--- config.mk ---
export PLATFORM = sky130hd
export DESIGN_NAME = miller_rabin
export DESIGN_NICKNAME = d
export VERILOG_FILES = /design/src/rtl/miller_rabin_pkg.sv /design/src/rtl/miller_rabin_mod_mult.sv /design/src/rtl/miller_rabin.sv
export SDC_FILE = /design/constraint.sdc
export NUM_CORES = 1
export LEC_CHECK = 0
export CAP_MARGIN = 20
export CORE_ASPECT_RATIO = 1.25
export CORE_MARGIN = 2
export CORE_UTILIZATION = 35
export CTS_BUF_LIST = sky130_fd_sc_hd__clkbuf_16
export DETAILED_ROUTE_END_ITERATION = 7
export SKIP_CTS_REPAIR_TIMING = 1
export SLEW_MARGIN = 20
export SYNTH_ARGS = -nofsm -noshare
export SYNTH_HDL_FRONTEND = slang
export SYNTH_SLANG_ARGS = --single-unit
--- constraint.sdc ---
create_clock -name clk -period 10.3 [get_ports clk]
set_input_delay 2.575 -clock clk [delete_from_list [all_inputs] [get_ports clk]]
set_output_delay 2.575 -clock clk [all_outputs]
set_load 0.05 [all_outputs]
--- src/rtl/miller_rabin_pkg.sv ---
// Shared types and constants for the Miller-Rabin primality tester.
package miller_rabin_pkg;

    typedef enum logic [2:0] {
        ST_IDLE,
        ST_CHECK,
        ST_DECOMP,
        ST_ROUND,
        ST_EXP,
        ST_WITNESS,
        ST_DONE
    } mr_state_e;

    typedef enum logic {
        MM_IDLE,
        MM_RUN
    } mm_state_e;

    // Round i uses base BASE0 + i.
    localparam int BASE0 = 2;

endpackage

--- src/rtl/miller_rabin_mod_mult.sv ---
// Serial modular multiplier: result = a*b mod m, one multiplier bit per cycle, MSB first.
// Operand a must already be reduced below m.
module mod_mult
    import miller_rabin_pkg::*;
#(
    parameter int WORD_WIDTH = 32
) (
    input  logic                  clk,
    input  logic                  rst,
    input  logic                  start,
    input  logic [WORD_WIDTH-1:0] a,
    input  logic [WORD_WIDTH-1:0] b,
    input  logic [WORD_WIDTH-1:0] m,
    output logic [WORD_WIDTH-1:0] result,
    output logic                  busy,
    output logic                  valid
);

    localparam int XW = WORD_WIDTH + 2;
    localparam int CW = $clog2(WORD_WIDTH + 1);

    mm_state_e             state_q;
    logic [WORD_WIDTH-1:0] r_q, r_d, a_q, b_q, m_q;
    logic [CW-1:0]         cnt_q;
    logic                  valid_q;
    logic [XW-1:0]         acc, m1, m2;

    // 2r + a < 3m, so at most one of m or 2m has to come off to land below m.
    always_comb begin
        m1  = {2'b00, m_q};
        m2  = {1'b0, m_q, 1'b0};
        acc = {1'b0, r_q, 1'b0} + (b_q[WORD_WIDTH-1] ? {2'b00, a_q} : '0);
        r_d = WORD_WIDTH'(acc);
        if (acc >= m2)
            r_d = WORD_WIDTH'(acc - m2);
        else if (acc >= m1)
            r_d = WORD_WIDTH'(acc - m1);
    end

    always_ff @(posedge clk) begin
        if (rst) begin
            state_q <= MM_IDLE;
            r_q     <= '0;
            a_q     <= '0;
            b_q     <= '0;
            m_q     <= '0;
            cnt_q   <= '0;
            valid_q <= 1'b0;
        end else begin
            valid_q <= 1'b0;
            case (state_q)
                MM_IDLE: if (start) begin
                    a_q     <= a;
                    b_q     <= b;
                    m_q     <= m;
                    r_q     <= '0;
                    cnt_q   <= CW'(WORD_WIDTH);
                    state_q <= MM_RUN;
                end
                MM_RUN: if (cnt_q != '0) begin
                    r_q   <= r_d;
                    b_q   <= b_q << 1;
                    cnt_q <= cnt_q - CW'(1);
                end else begin
                    valid_q <= 1'b1;
                    state_q <= MM_IDLE;
                end
                default: state_q <= MM_IDLE;
            endcase
        end
    end

    assign result = r_q;
    assign busy   = (state_q == MM_RUN);
    assign valid  = valid_q;

endmodule

--- src/rtl/miller_rabin.sv ---
// Miller-Rabin controller: trivial-case filter, n-1 = d*2^s split, and t rounds
// with bases 2,3,... using a shared serial modular multiplier.
module miller_rabin
    import miller_rabin_pkg::*;
#(
    parameter int WORD_WIDTH = 32
) (
    input  logic                  clk,
    input  logic                  rst,
    input  logic                  enable,
    input  logic [WORD_WIDTH-1:0] n,
    input  logic [5:0]            t,
    output logic                  done,
    output logic                  is_prime
);

    localparam int BPW = $clog2(WORD_WIDTH);

    mr_state_e             state_q;
    logic [WORD_WIDTH-1:0] n_q, d_q, x_q, mm_a_q, mm_b_q;
    logic [5:0]            t_q, s_q, round_q, sq_cnt_q;
    logic [BPW-1:0]        bp_q;
    logic                  mul_ph_q, wait_q, mm_start_q, done_q, is_prime_q;
    logic [WORD_WIDTH-1:0] base, nm1, mm_result;
    logic                  mm_busy, mm_valid;

    assign base = WORD_WIDTH'(round_q) + WORD_WIDTH'(BASE0);
    assign nm1  = n_q - WORD_WIDTH'(1);

    mod_mult #(.WORD_WIDTH(WORD_WIDTH)) u_mm (
        .clk    (clk),
        .rst    (rst),
        .start  (mm_start_q),
        .a      (mm_a_q),
        .b      (mm_b_q),
        .m      (n_q),
        .result (mm_result),
        .busy   (mm_busy),
        .valid  (mm_valid)
    );

    always_ff @(posedge clk) begin
        if (rst) begin
            state_q    <= ST_IDLE;
            n_q        <= '0;
            d_q        <= '0;
            x_q        <= '0;
            mm_a_q     <= '0;
            mm_b_q     <= '0;
            t_q        <= '0;
            s_q        <= '0;
            round_q    <= '0;
            sq_cnt_q   <= '0;
            bp_q       <= '0;
            mul_ph_q   <= 1'b0;
            wait_q     <= 1'b0;
            mm_start_q <= 1'b0;
            done_q     <= 1'b0;
            is_prime_q <= 1'b0;
        end else begin
            mm_start_q <= 1'b0;
            case (state_q)
                ST_IDLE, ST_DONE: if (enable) begin
                    n_q        <= n;
                    t_q        <= (t == 6'd0) ? 6'd1 : t;
                    done_q     <= 1'b0;
                    is_prime_q <= 1'b0;
                    state_q    <= ST_CHECK;
                end
                ST_CHECK: begin
                    d_q <= nm1;
                    s_q <= '0;
                    if (n_q < WORD_WIDTH'(2) || (n_q > WORD_WIDTH'(3) && !n_q[0])) begin
                        done_q  <= 1'b1;
                        state_q <= ST_DONE;
                    end else if (n_q < WORD_WIDTH'(4)) begin
                        done_q     <= 1'b1;
                        is_prime_q <= 1'b1;
                        state_q    <= ST_DONE;
                    end else begin
                        state_q <= ST_DECOMP;
                    end
                end
                ST_DECOMP: if (!d_q[0]) begin
                    d_q <= d_q >> 1;
                    s_q <= s_q + 6'd1;
                end else begin
                    round_q <= '0;
                    state_q <= ST_ROUND;
                end
                ST_ROUND: if (round_q == t_q) begin
                    done_q     <= 1'b1;
                    is_prime_q <= 1'b1;
                    state_q    <= ST_DONE;
                end else if (base >= nm1) begin
                    round_q <= round_q + 6'd1;
                end else begin
                    x_q      <= WORD_WIDTH'(1);
                    bp_q     <= BPW'(WORD_WIDTH - 1);
                    mul_ph_q <= 1'b0;
                    state_q  <= ST_EXP;
                end
                // Left-to-right square-and-multiply over every bit of d; squaring
                // the leading 1s is harmless and keeps the sequencing uniform.
                ST_EXP: if (!wait_q) begin
                    if (!mm_busy) begin
                        mm_start_q <= 1'b1;
                        wait_q     <= 1'b1;
                        mm_a_q     <= x_q;
                        mm_b_q     <= mul_ph_q ? base : x_q;
                    end
                end else if (mm_valid) begin
                    wait_q <= 1'b0;
                    x_q    <= mm_result;
                    if (!mul_ph_q && d_q[bp_q]) begin
                        mul_ph_q <= 1'b1;
                    end else begin
                        mul_ph_q <= 1'b0;
                        if (bp_q == '0) begin
                            sq_cnt_q <= '0;
                            state_q  <= ST_WITNESS;
                        end else begin
                            bp_q <= bp_q - BPW'(1);
                        end
                    end
                end
                ST_WITNESS: if (!wait_q) begin
                    if (x_q == nm1 || (x_q == WORD_WIDTH'(1) && sq_cnt_q == '0)) begin
                        round_q <= round_q + 6'd1;
                        state_q <= ST_ROUND;
                    end else if (x_q == WORD_WIDTH'(1) || sq_cnt_q == s_q - 6'd1) begin
                        done_q  <= 1'b1;
                        state_q <= ST_DONE;
                    end else if (!mm_busy) begin
                        mm_start_q <= 1'b1;
                        wait_q     <= 1'b1;
                        mm_a_q     <= x_q;
                        mm_b_q     <= x_q;
                    end
                end else if (mm_valid) begin
                    wait_q   <= 1'b0;
                    x_q      <= mm_result;
                    sq_cnt_q <= sq_cnt_q + 6'd1;
                end
                default: state_q <= ST_IDLE;
            endcase
        end
    end

    assign done     = done_q;
    assign is_prime = is_prime_q;

endmodule

### After elaboration in Yosys (flattened, before gate mapping)

Index checks and enable logic that the tools add are counted.

* flip-flop bits (word level): 333
* input bits: 41
* output and inout bits: 2
* logic and storage cells: 223

* add/subtract/negate cells: 11
* magnitude comparators: 7
* equality and inequality tests: 41
* mux-type cells: 102
* bitwise gates (word level): 1
* reduce and logical (&&, ||, !) cells: 37

Operators with widths (number)
* 32-bit two-way mux: 24
* 32-bit case mux with 2 select lines: 6
* 6-bit two-way mux: 15
* 32-bit subtractor: 2
* 2-bit != test (second input constant): 24
* 3-bit two-way mux: 13
* 6-bit case mux with 2 select lines: 3
* 33-bit by 32-bit adder with 34-bit output: 1
* 34-bit by 32-bit >= comparator with 1-bit output: 1
* 34-bit by 33-bit >= comparator with 1-bit output: 1
* 32-bit by 1-bit equality test with 1-bit output (second input constant): 1
* 32-bit equality test: 1
* 7-bit by 32-bit >= comparator with 1-bit output: 1
* 32-bit by 2-bit > comparator with 1-bit output (second input constant): 1
* 32-bit by 2-bit less-than comparator with 1-bit output (second input constant): 1
* 32-bit by 3-bit less-than comparator with 1-bit output (second input constant): 1
* 32-bit by 1-bit subtractor with 32-bit output (second input constant): 1
* 5-bit two-way mux: 6
* 7-bit AND reduction: 4
* 1-bit two-way mux: 25
* 5-bit AND reduction: 4
* 6-bit by 1-bit adder with 6-bit output (second input constant): 3
* 3-bit case mux with 6 select lines: 1
* 6-bit case mux with 3 select lines: 1
* 30 further kinds: 58

### Logic depth before layout (Yosys ltp)

Gate-level depths: netlist of the first run.

* depth in word-level cells: 7
* mapped depth: 25
* depth with buffers taken out: 22

### Hierarchy

Synthesis of the first run repeated with hierarchy kept, for this count alone.

* cell total of the unflattened synthesis: 2686
* area, all modules: 21192.8 um^2

By module, submodules not included
* miller_rabin: instances 1, cells each 1320, area an instance 10674.0 um^2, sequential area each 3943.8 um^2
* mod_mult: instances 1, cells each 1366, area an instance 10518.8 um^2, sequential area each 2722.6 um^2

### Worst setup path before layout of the first run

Ideal clock, no wire load.

* path type: register to register
* start: reg u_mm.b_q[31]
* end: reg u_mm.r_q[20], in the netlist u_mm.result[20]
* setup time: 0.130 ns
* data arrival time: 5.012 ns
* required time: 10.170 ns
* path slack: 5.158 ns
* cell stages (with the launch flop): 25
* buffers on the path: 3
* period minus slack after synthesis: 5.142 ns
* cell sequence: dfxtp_1 clkbuf_1 and2_1 fa_1 a211oi_1 o21ai_0 o31ai_1 nand2_1 a21o_1 a21oi_1 o21ai_0 xor2_1 ha_1 a21o_1 a21o_1 a21oi_1 o21ai_0 a21oi_1 o21ai_0 a211oi_1 nor3_2 clkbuf_1 buf_2 a22oi_1 o21ai_0

* longest elaborated chain between the ends: 7
* elaborated cells on any way between the ends: 10
* classes of those cells: add/sub (3); order compare (2); mux (5)

Ends and longest elaborated chain
* start: declaration: line miller_rabin_mod_mult.sv:23 `logic [WORD_WIDTH-1:0] r_q, r_d, a_q, b_q, m_q;`
* start signal: assignment: line miller_rabin_mod_mult.sv:62 `b_q <= b_q << 1;`
* 32-bit two-way mux (*): line miller_rabin_mod_mult.sv:32 `acc = {1'b0, r_q, 1'b0} + (b_q[WORD_WIDTH-1] ? {2'b00, a_q} : '0);`
* 33-bit by 32-bit adder with 34-bit output (*): line miller_rabin_mod_mult.sv:32
* 32-bit subtractor or 34-bit by 32-bit >= comparator with 1-bit output (tied branches): line miller_rabin_mod_mult.sv:37, miller_rabin_mod_mult.sv:36
* 32-bit two-way mux: line miller_rabin_mod_mult.sv:36 `else if (acc >= m1)`
* 32-bit two-way mux (*): line miller_rabin_mod_mult.sv:34 `if (acc >= m2)`
* 32-bit two-way mux (*): line miller_rabin_mod_mult.sv:60 `MM_RUN: if (cnt_q != '0) begin`
* 32-bit case mux with 2 select lines (*): line miller_rabin_mod_mult.sv:51 `case (state_q)`
* end signal: assignment: line miller_rabin_mod_mult.sv:61 `r_q <= r_d;`
* end: declaration: line miller_rabin_mod_mult.sv:23

Mark *: on every way between the ends. The rest lies on a longest branch, timed or not. The select of a mux whose other input is x is not followed.
A chain may end at the register's enable or synchronous reset.

### Worst setup path in the final report of the first run

* start: reg u_mm.b_q[31]
* end: reg u_mm.r_q[30], in the netlist u_mm.result[30]

The elaborated chain is that of the path after synthesis.

==> results of run 1 <==
power groups by stage:
stage / Combinational [W] / Clock (W) / Sequential [W]
after floorplan: 0.00172 / 0 / 0.00153
after global placement: 0.00217 / 0 / 0.00165
after detailed placement: 0.00218 / 0 / 0.00166
after CTS: 0.00219 / 0.00134 / 0.00163
after global routing: 0.00240 / 0.00139 / 0.00166
final: 0.00222 / 0.00132 / 0.00164
state kept, by name (all words and copies together) (netlist names), 3 cells and up:
register / flops
u_mm.m_q: 32
n_q: 32
u_mm.result: 32
bp_q: 5
mm_b_q: 32
t_q: 6
d_q: 32
mm_a_q: 32
u_mm.cnt_q: 6
state_q: 3
x_q: 32
round_q: 6
sq_cnt_q: 6
s_q: 6
u_mm.a_q: 32
u_mm.b_q: 32
critical path: stages (launching register included):
cell,delay [ns]
dfxtp_1,0.97
and2_1,0.23
ha_1,0.20
fa_1,0.25
a211oi_1,0.09
o21ai_0,0.48
o311ai_0,0.39
and3_1,0.31
o31ai_1,0.45
nand3_1,0.15
a21oi_1,0.16
nor2_1,0.07
xnor2_1,0.32
ha_1,0.37
a21o_1,0.19
a21o_1,0.18
a21oi_1,0.20
o21a_1,0.14
o21ai_0,0.12
a211oi_1,0.54
nand2_1,0.73
nor2_1,0.80
a221o_1,0.27
routing by layer:
metal,track usage (%),routed length (um)
met5,0,0
met3,1.928,3239
met4,8.845,2810
met1,28.05,30180
met2,36.40,32290
metrics by stage:
step                hold WS, ns  std cells  cell area [um^2]  total power [W]  util, %
floorplan                0.4312       2688             20940         0.003254        -
global placement         0.4382       3334             21750         0.003829    36.67
detailed placement       0.4425       3334             21760         0.003840    36.69
CTS                      0.4511       3399             22930         0.005167    38.67
global route             0.4639       3399             22930         0.005450    38.67
finish                   0.4492       3399             22930         0.005171    38.67
final cells by class:
| cell class | instances | area, um^2 |
|---|---|---|
| fill | 6162 | 36370 |
| multi-input combinational | 2093 | 13250 |
| sequential | 333 | 6668 |
| tap | 765 | 957.2 |
| clock buffer | 37 | 925.9 |
| timing repair buffer | 64 | 590.6 |
| inverter | 79 | 296.5 |
| clock inverter | 28 | 249.0 |
worst max path at each step:
stage / end / cells past startpoint
floorplan: u_mm.result[20]$_SDFFE_PP0P_ / 24
finish: u_mm.result[30]$_SDFFE_PP0P_ / 22
global route: u_mm.result[30]$_SDFFE_PP0P_ / 19
CTS: u_mm.result[30]$_SDFFE_PP0P_ / 22
global placement: u_mm.result[30]$_SDFFE_PP0P_ / 19
detailed placement: u_mm.result[30]$_SDFFE_PP0P_ / 22
synth_stat cells (21+ instances only):
library cell / number
xor2_1: 58
ha_1: 113
a221oi_1: 27
dfxtp_1: 333
a211oi_1: 47
nor4_1: 38
nor2_1: 200
a21oi_1: 300
a21o_1: 47
o21ai_0: 103
mux2i_1: 58
and2_1: 40
nand3_1: 110
nor3_1: 48
nand4_1: 28
inv_1: 78
clkbuf_1: 141
and3_1: 21
nand2_1: 419
a22oi_1: 35
xnor2_1: 87
logic make-up after synthesis:
| logic type | after synthesis |
|---|---|
| AO/OA/AOI/OAI | 739 |
| XOR/XNOR | 152 |
| adder cells (fa/ha/maj) | 116 |
| buffers and inverters | 262 |
| flip-flops | 333 |
| multiplexers | 69 |
| AND/OR/NAND/NOR | 1017 |
==> results.md, run 1 <==
- Peak supply drop: 0.0002703 V
- CTS Sinks: 333
- CTS clk-pin slew, worst paths: 0.06 ns
- Post-synthesis mux area share: 3.903%
- Worst r2r src: u_mm.b_q[31]$_SDFFE_PP0P_
- Root Driver: clkbuf_16
- CTS Buffer Depth: 3
- Synth warn: 0
- Measured slew at the worst slew-check pin: 1.115 ns
- Setup CP Type: reg2reg
- Initial Util: 35.30%
- P&R area growth vs syn: 9.551%
- Vias per cell: 5.754
- IO Port Bufs: 42
- Total Routing Usage GR: 21.50%
- Syn avg cell area: 7.788 um^2
- Post-synth EDFFs: 0
- Fin worst setup slack: 2.633 ns
- Final worst path period need: 7.667 ns
- Relative slew slack: 25.66%
- Leading cell types in the layout, fill and taps excluded: nand2_1, dfxtp_1, a21oi_1
- Psw: 0.002206 W
- CTS Buf Count: 36
- RSZ-0062 raised after global routing: false
- # IOs: 43
- Via count: 19.56k
- Post-route antenna net violation count: 0
- Adder-Cell Fraction of Synth Area: 7.040%
- Post-synthesis async set-or-reset flop share: 0%
- Placed wire-length estimate: 50190 um
- Pre-Repair DR Iteration Count: 8
- DR iter-0 viols: 1452
- Clk_lat worst skew: 0.54 ns
- Post-Synthesis Cells: 2688
- Max Cap Violations: 0
- Core ar.: 0.05931 mm^2
- R2R setup slack: 2.63 ns
- CP Launch Point: u_mm.b_q[31]$_SDFFE_PP0P_
- Arr. time, crit path: 8.15 ns
- Die area: 0.06180 mm^2
- Wire per inst: 20.16 um
- Fin Setup TNS: 0 ns
- Die height: 277.4 um
- Post-synth top flop: dfxtp_1
- Synthesized flop and latch total: 333
- Critical R2R Capture: u_mm.result[30]$_SDFFE_PP0P_
- GPL Wtd Cong: 0.9240
- Combinational fraction of design power: 42.9%
- Yosys top cell area share: 31.84%
- Cell Area, Synth: 0.02094 mm^2
- Synth Area in Compound Gates: 22.39%
- Max Clock Freq: 130.4 MHz
- Residual DRC: 0
- P_int: 0.002965 W
- Worst min path class: reg2reg
- Final number of setup-violating endpoints: 0
- Post-Synth XOR/XNOR Area: 6.837%
- Clock Skew: 0.01709 ns
- Simple-gate area share of the yosys netlist: 22.84%
- Largest net degree at the start of global routing: 132
- # rows: 100
- Final Max Slew Viols: 0
- Power Dens Cells: 225.5 mW/mm^2
- Crit end category: flip-flop
- Setup crit start kind: flip-flop
- Sw Share: 42.66%
- Final hold vios: 0
- Nets@finish: 2764
- Register area share after synthesis: 31.84%
- Number of global-route vias before repair: 18.69k
- Main combinational cell family by area after synthesis: simple AND/OR/NAND/NOR gates
- H-tree levels: 2
- Area leader, netlist: dfxtp_1
- WL final: 68510 um
- Endpoint, Worst Hold: mm_b_q[17]$_SDFFE_PP0P_
- Most common cell after layout, fill and taps aside: nand2_1
- Die Span X: 222.8 um
- First-pass GRT wire length: 106500 um
- Post-synth cell types: 84
- Worst slack, placed: 2.595 ns
- Total grt overflow: 0
- CP required: 10.79 ns
- CP Max Fanout: 34
- Status: completed
- Syn nets: 2845
- Clock power frac: 25.4%
- Ant diodes: 0
- Hold path cells: 2
- Layout cells sized above 1: 5.771%
- Final worst-path cycle share: 74.44%
- Worst reg2reg path depth: 22
- Seq pwr share: 31.7%
- CTS tree: yes
- Leak: 8.551 nW
- Initial antenna violation count: 0
- Largest cells by area after synthesis: dfxtp_1, nand2_1, a21oi_1
- Min-delay src: mm_b_q[17]$_SDFFE_PP0P_
Power figures use the tool's default switching activity.
==> inputs of run 2 (changes only) <==
clock period = 6.4 ns   (was 10.3 ns; I/O delays follow)
==> run 2 against run 1 <==
Compared with the run above:
- critical path depth grew 4
- sequential share of layout area is essentially flat
- via count shrank 0.88%
- cell area shrank 0.14%
- clock power grew 47%
- first-iteration DRC count grew 5.0%
- count of clock-buffer cells in the layout shrank 1
- clock skew grew 0.0072 ns
- global-route usage shrank 0.44 points
- routed wire length shrank 1.6%
- utilization shrank 0.055 points
- cell count grew 0.24%
- largest cell class unchanged
==> results.md, run 2 (synthesized netlist as in run 1, its figures left out) <==
- Layout cells sized above 1: 6.056%
- Vias per cell: 5.690
- Total Routing Usage GR: 21.07%
- Final Max Slew Viols: 0
- Initial Util: 35.30%
- Power Dens Cells: 355.2 mW/mm^2
- First-pass GRT wire length: 104400 um
- R2R setup slack: 0.46 ns
- CP bufs+invs: 4
- CTS Sinks: 333
- DR iter-0 viols: 1524
- Via count: 19.39k
- Ant diodes: 0
- Initial antenna violation count: 0
- Setup CP Type: reg2reg
- Endpoint, Worst Hold: u_mm.a_q[9]$_SDFFE_PP0P_
- Crit-path max cell delay: 0.44 ns
- CP required: 6.82 ns
- Largest net degree at the start of global routing: 129
- Max Cap Violations: 0
- Number of global-route vias before repair: 18.39k
- Fillers: 6179
- Arr. time, crit path: 6.36 ns
- Crit end category: flip-flop
- CTS tree: yes
- Status: completed
- Crit path max-delay cell type: fa_1
- Die area: 0.06180 mm^2
- Worst r2r src: u_mm.b_q[31]$_SDFFE_PP0P_
- Critical R2R Capture: u_mm.result[25]$_SDFFE_PP0P_
- Total grt overflow: 0
- Max Clock Freq: 168.5 MHz
- Core ar.: 0.05931 mm^2
- H-tree levels: 2
- Die Span X: 222.8 um
- CTS Buf Count: 35
- Clk_lat worst skew: 0.55 ns
- Peak supply drop: 0.0003360 V
- Clock Skew: 0.02427 ns
- Leak: 8.564 nW
- # IOs: 43
- Final worst-path cycle share: 92.76%
- Final hold vios: 0
- P&R area growth vs syn: 9.395%
- Nets@finish: 2776
- IO Port Bufs: 42
- Final worst path period need: 5.936 ns
- Fin Setup TNS: 0 ns
- Root Driver: clkbuf_16
- CTS clk-pin slew, worst paths: 0.07 ns
- Post-route antenna net violation count: 0
- Residual DRC: 0
- Final number of setup-violating endpoints: 0
- Relative slew slack: 26.15%
- Final cell count without fillers: 3407
- Setup crit start kind: flip-flop
- Placed wire-length estimate: 50000 um
- Worst reg2reg path depth: 26
- Pre-Repair DR Iteration Count: 5
- Leading cell types in the layout, fill and taps excluded: nand2_1, dfxtp_1, a21oi_1
- Wire per inst: 19.80 um
- Die height: 277.4 um
- Worst min path class: reg2reg
- Most common cell after layout, fill and taps aside: nand2_1
- Dpl cells: 3347
- # rows: 100
- CP Max Fanout: 26
- Min-delay src: u_mm.a_q[9]$_SDFFE_PP0P_
- Measured slew at the worst slew-check pin: 1.108 ns
- CTS Buffer Depth: 3
- WL final: 67440 um
- Hold path cells: 2
- CP top delay family: compound AO/OA/AOI/OAI gates
- GPL Wtd Cong: 0.9341
==> run 2: changes by cell type in the layout (fill, tap and decap cells not counted), moves of 2 or more <==
cell and change:
buf_4 +13, bufinv_16 -3, inv_6 -2, nor2_1 -2, nor2_2 +2
==> run 2: worst max-delay path by stage <==
stage                     slack, ns                      endpoint  cells past startpoint                 startpoint
after floorplan                1.26  u_mm.result[20]$_SDFFE_PP0P_                     24  u_mm.b_q[31]$_SDFFE_PP0P_
after global placement         0.38  u_mm.result[30]$_SDFFE_PP0P_                     21  u_mm.b_q[31]$_SDFFE_PP0P_
after detailed placement       0.26  u_mm.result[30]$_SDFFE_PP0P_                     21  u_mm.b_q[31]$_SDFFE_PP0P_
after CTS                      0.25  u_mm.result[30]$_SDFFE_PP0P_                     21  u_mm.b_q[31]$_SDFFE_PP0P_
after global routing        -0.0009  u_mm.result[23]$_SDFFE_PP0P_                     22  u_mm.b_q[31]$_SDFFE_PP0P_
final                          0.46  u_mm.result[25]$_SDFFE_PP0P_                     26  u_mm.b_q[31]$_SDFFE_PP0P_
==> run 2: cell type report <==
cell class / count / area (um^2) / area share (%)
clock buffers: 36 / 900.9 / 3.934
clock inverters: 24 / 152.6 / 0.6665
inverters: 79 / 296.5 / 1.295
multi-input cells: 2093 / 13240 / 57.81
flip-flops and latches: 333 / 6668 / 29.11
well taps: 765 / 957.2 / 4.179
repair buffers: 77 / 688.2 / 3.005
==> run 2: worst reg2reg max path, cell delays in order, from the launching register on <==
cell      delay (ns)
dfxtp_1         0.35
and2_1          0.18
ha_1            0.22
fa_1            0.44
a211oi_1        0.31
o21ai_0         0.21
buf_4           0.19
o31ai_1         0.20
nand2_1         0.11
a21o_1          0.19
a21oi_1         0.24
o21ai_0         0.16
xor2_1          0.32
ha_1            0.37
a21o_1          0.21
a21o_1          0.18
a21oi_1         0.15
o21ai_0         0.13
a21oi_1         0.13
buf_4           0.15
o21ai_0         0.12
a211oi_1        0.26
buf_4           0.18
nor3_2          0.04
buf_4           0.28
a32o_1          0.26
a221o_1         0.25
==> run 2: metrics by stage <==
step	power, W	hold WS, ns	utilization (%)	setup WS [ns]	instance area, um^2
6_report	0.008135	0.4512	38.62	0.4636	22900
5_1_grt	0.008580	0.4593	38.62	-0.0008837	22900
4_1_cts	0.008141	0.4510	38.61	0.2527	22900
3_5_place_dp	0.006177	0.4430	36.83	0.2643	21840
3_3_place_gp	0.006164	0.4387	36.82	0.3841	21840
2_1_floorplan	0.005236	0.4312	-	1.258	20940
==> run 2: power breakdown <==
group	total [W]	switching, W	leakage [nW]	internal (W)
sequential	0.00262	0.000317	2.69	0.00230
clock	0.00194	0.000878	0.536	0.00106
combinational	0.00358	0.00229	5.33	0.00128
total	0.00813	0.00349	8.56	0.00465
==> run 2: layer usage <==
layer  share of wire [%]  global-route usage, %
met1                  44                  27.75
met2                  47                  35.61
met3                 4.7                  2.044
met4                 3.7                  7.830
met5                   0                      0
==> inputs of run 3 (changes only) <==
CORE_ASPECT_RATIO = 0.6   (was 1.25)
REMOVE_ABC_BUFFERS = 1   (was default)
==> run 3 against run 2 <==
Compared with the run above:
- first-iteration DRC count increased by 44%
- sequential cell count unchanged
- critical endpoint is now u_mm.result[0]$_SDFFE_PP0P_
- count of clock-buffer cells in the layout decreased by 1
- routed wire length increased by 9.3%
- critical path depth decreased by 1
- cell area increased by 1.9%
- clock skew decreased by 0.0065 ns
- via count increased by 5.3%
- power increased by 6.4%
- critical path type unchanged
- register-to-register slack got worse by 0.14 ns
- clock power increased by 9.8%
- combinational power increased by 8.7%
==> results.md, run 3 (synthesized netlist as in run 1, its figures left out) <==
- Final number of setup-violating endpoints: 0
- Worst hold slack: 0.4481 ns
- CP Max Fanout: 24
- CTS Buf Count: 34
- Core ar.: 0.05914 mm^2
- Dpl cells: 3391
- Fillers: 6008
- Placed wire-length estimate: 55590 um
- Measured slew at the worst slew-check pin: 1.052 ns
- Power Dens Cells: 371.1 mW/mm^2
- Final worst path period need: 6.072 ns
- DR iter-0 viols: 2199
- Peak supply drop: 0.0002485 V
- Initial antenna violation count: 1
- Final hold vios: 0
- IO Port Bufs: 42
- Die area: 0.06185 mm^2
- Vias per cell: 5.909
- WL final: 73730 um
- Max Cap Violations: 0
- Most common cell after layout, fill and taps aside: nand2_1
- Total Routing Usage GR: 22.98%
- Pre-Repair DR Iteration Count: 5
- H-tree levels: 2
- Final Max Slew Viols: 0
- Setup CP Type: reg2reg
- Final worst-path cycle share: 94.87%
- Via count: 20.40k
- Final Power: 0.008657 W
- Setup crit start kind: flip-flop
- Fin Setup TNS: 0 ns
- Nets@finish: 2807
- Leak: 8.789 nW
- Initial Util: 35.40%
- CTS Sinks: 333
- # IOs: 43
- P&R area growth vs syn: 11.45%
- Relative slew slack: 29.66%
- Status: completed
- Layout cells sized above 1: 7.485%
- Clk_lat worst skew: 0.54 ns
- Arr. time, crit path: 6.55 ns
- Crit end category: flip-flop
- Die height: 193.4 um
- Post-route antenna net violation count: 0
- # rows: 69
- Final cell count without fillers: 3453
- Die Span X: 319.7 um
- Worst min path class: reg2reg
- CP required: 6.88 ns
- Leading cell types in the layout, fill and taps excluded: nand2_1, dfxtp_1, a21oi_1
- RSZ-0062 raised after global routing: false
- Ant diodes: 0
- Largest net degree at the start of global routing: 133
- Total grt overflow: 0
- CTS tree: yes
- Max Clock Freq: 164.7 MHz
- Residual DRC: 0
- Clock Skew: 0.01774 ns
- Wire per inst: 21.35 um
- Number of global-route vias before repair: 18.16k
- GPL Wtd Cong: 0.9830
- Root Driver: clkbuf_16
- CTS Buffer Depth: 3
- First-pass GRT wire length: 112300 um
- CTS clk-pin slew, worst paths: 0.07 ns
## run 3: cell types whose count changed in the layout (fill, tap and decap cells not counted), moves of 3 or more
cell,change
buf_4,+28
bufinv_16,+5
clkinv_1,-4
buf_12,+3
## run 3: worst max-delay path, stage by stage, from the launching register on
cell      delay, ns
dfxtp_1        0.34
and2_1         0.17
ha_1           0.21
fa_1           0.43
a211oi_1       0.30
o21ai_0        0.22
o311ai_0       0.39
buf_4          0.23
and3_1         0.18
o31ai_2        0.09
a21o_1         0.19
a21oi_1        0.19
xnor2_1        0.25
buf_4          0.19
ha_1           0.28
a21o_1         0.22
nand3_1        0.15
nand3_2        0.20
a21oi_2        0.24
o311ai_0       0.24
o21ai_1        0.27
o211ai_1       0.26
buf_12         0.25
nand2_2        0.18
mux2i_1        0.22
a22o_1         0.14
## run 3: path summary, 6_finish.rpt
kind / startpoint / end / slack [ns] / cells after the start
max reg2reg: u_mm.b_q[31]$_SDFFE_PP0P_ / u_mm.result[0]$_SDFFE_PP0P_ / 0.33 / 25
min: u_mm.a_q[11]$_SDFFE_PP0P_ / u_mm.a_q[11]$_SDFFE_PP0P_ / 0.45 / 2
min reg2reg: u_mm.a_q[11]$_SDFFE_PP0P_ / u_mm.a_q[11]$_SDFFE_PP0P_ / 0.45 / 2
max: u_mm.b_q[31]$_SDFFE_PP0P_ / u_mm.result[0]$_SDFFE_PP0P_ / 0.33 / 25
## run 3: metal layers
metal	up-vias	routed length (um)	part of all wire [%]	global-route usage, %
met5	-	0	0	0
met4	0	794	1.1	3.110
met3	70	7931	11	5.716
met2	896	26690	36	28.53
met1	9888	38320	52	38.51
li1	9549	-	-	-
## run 3: area by class of cell
cell class                 instances  area [um^2]  area share, %
tap                              781        977.2          4.188
clock inverter                    23        266.5          1.142
clock buffer                      35        875.8          3.754
timing repair buffer             109        969.7          4.156
multi-input combinational       2093        13280          56.91
inverter                          79        296.5          1.271
sequential                       333         6668          28.58
## run 3: where the power goes
group	internal, W	switching [W]	total (W)
registers	0.00230	0.000338	0.00264
logic	0.00137	0.00252	0.00389
clock network	0.00124	0.000890	0.00213
## run 3: per-stage QoR
step	cell area, um^2	utilization [%]	worst slack (ns)
finish	23330	39.45	0.3280
global placement	22110	37.38	0.05694
global route	23330	39.45	0.004193
detailed placement	22110	37.38	-0.04490
CTS	23250	39.31	-0.1345
floorplan	20150	-	0.6264
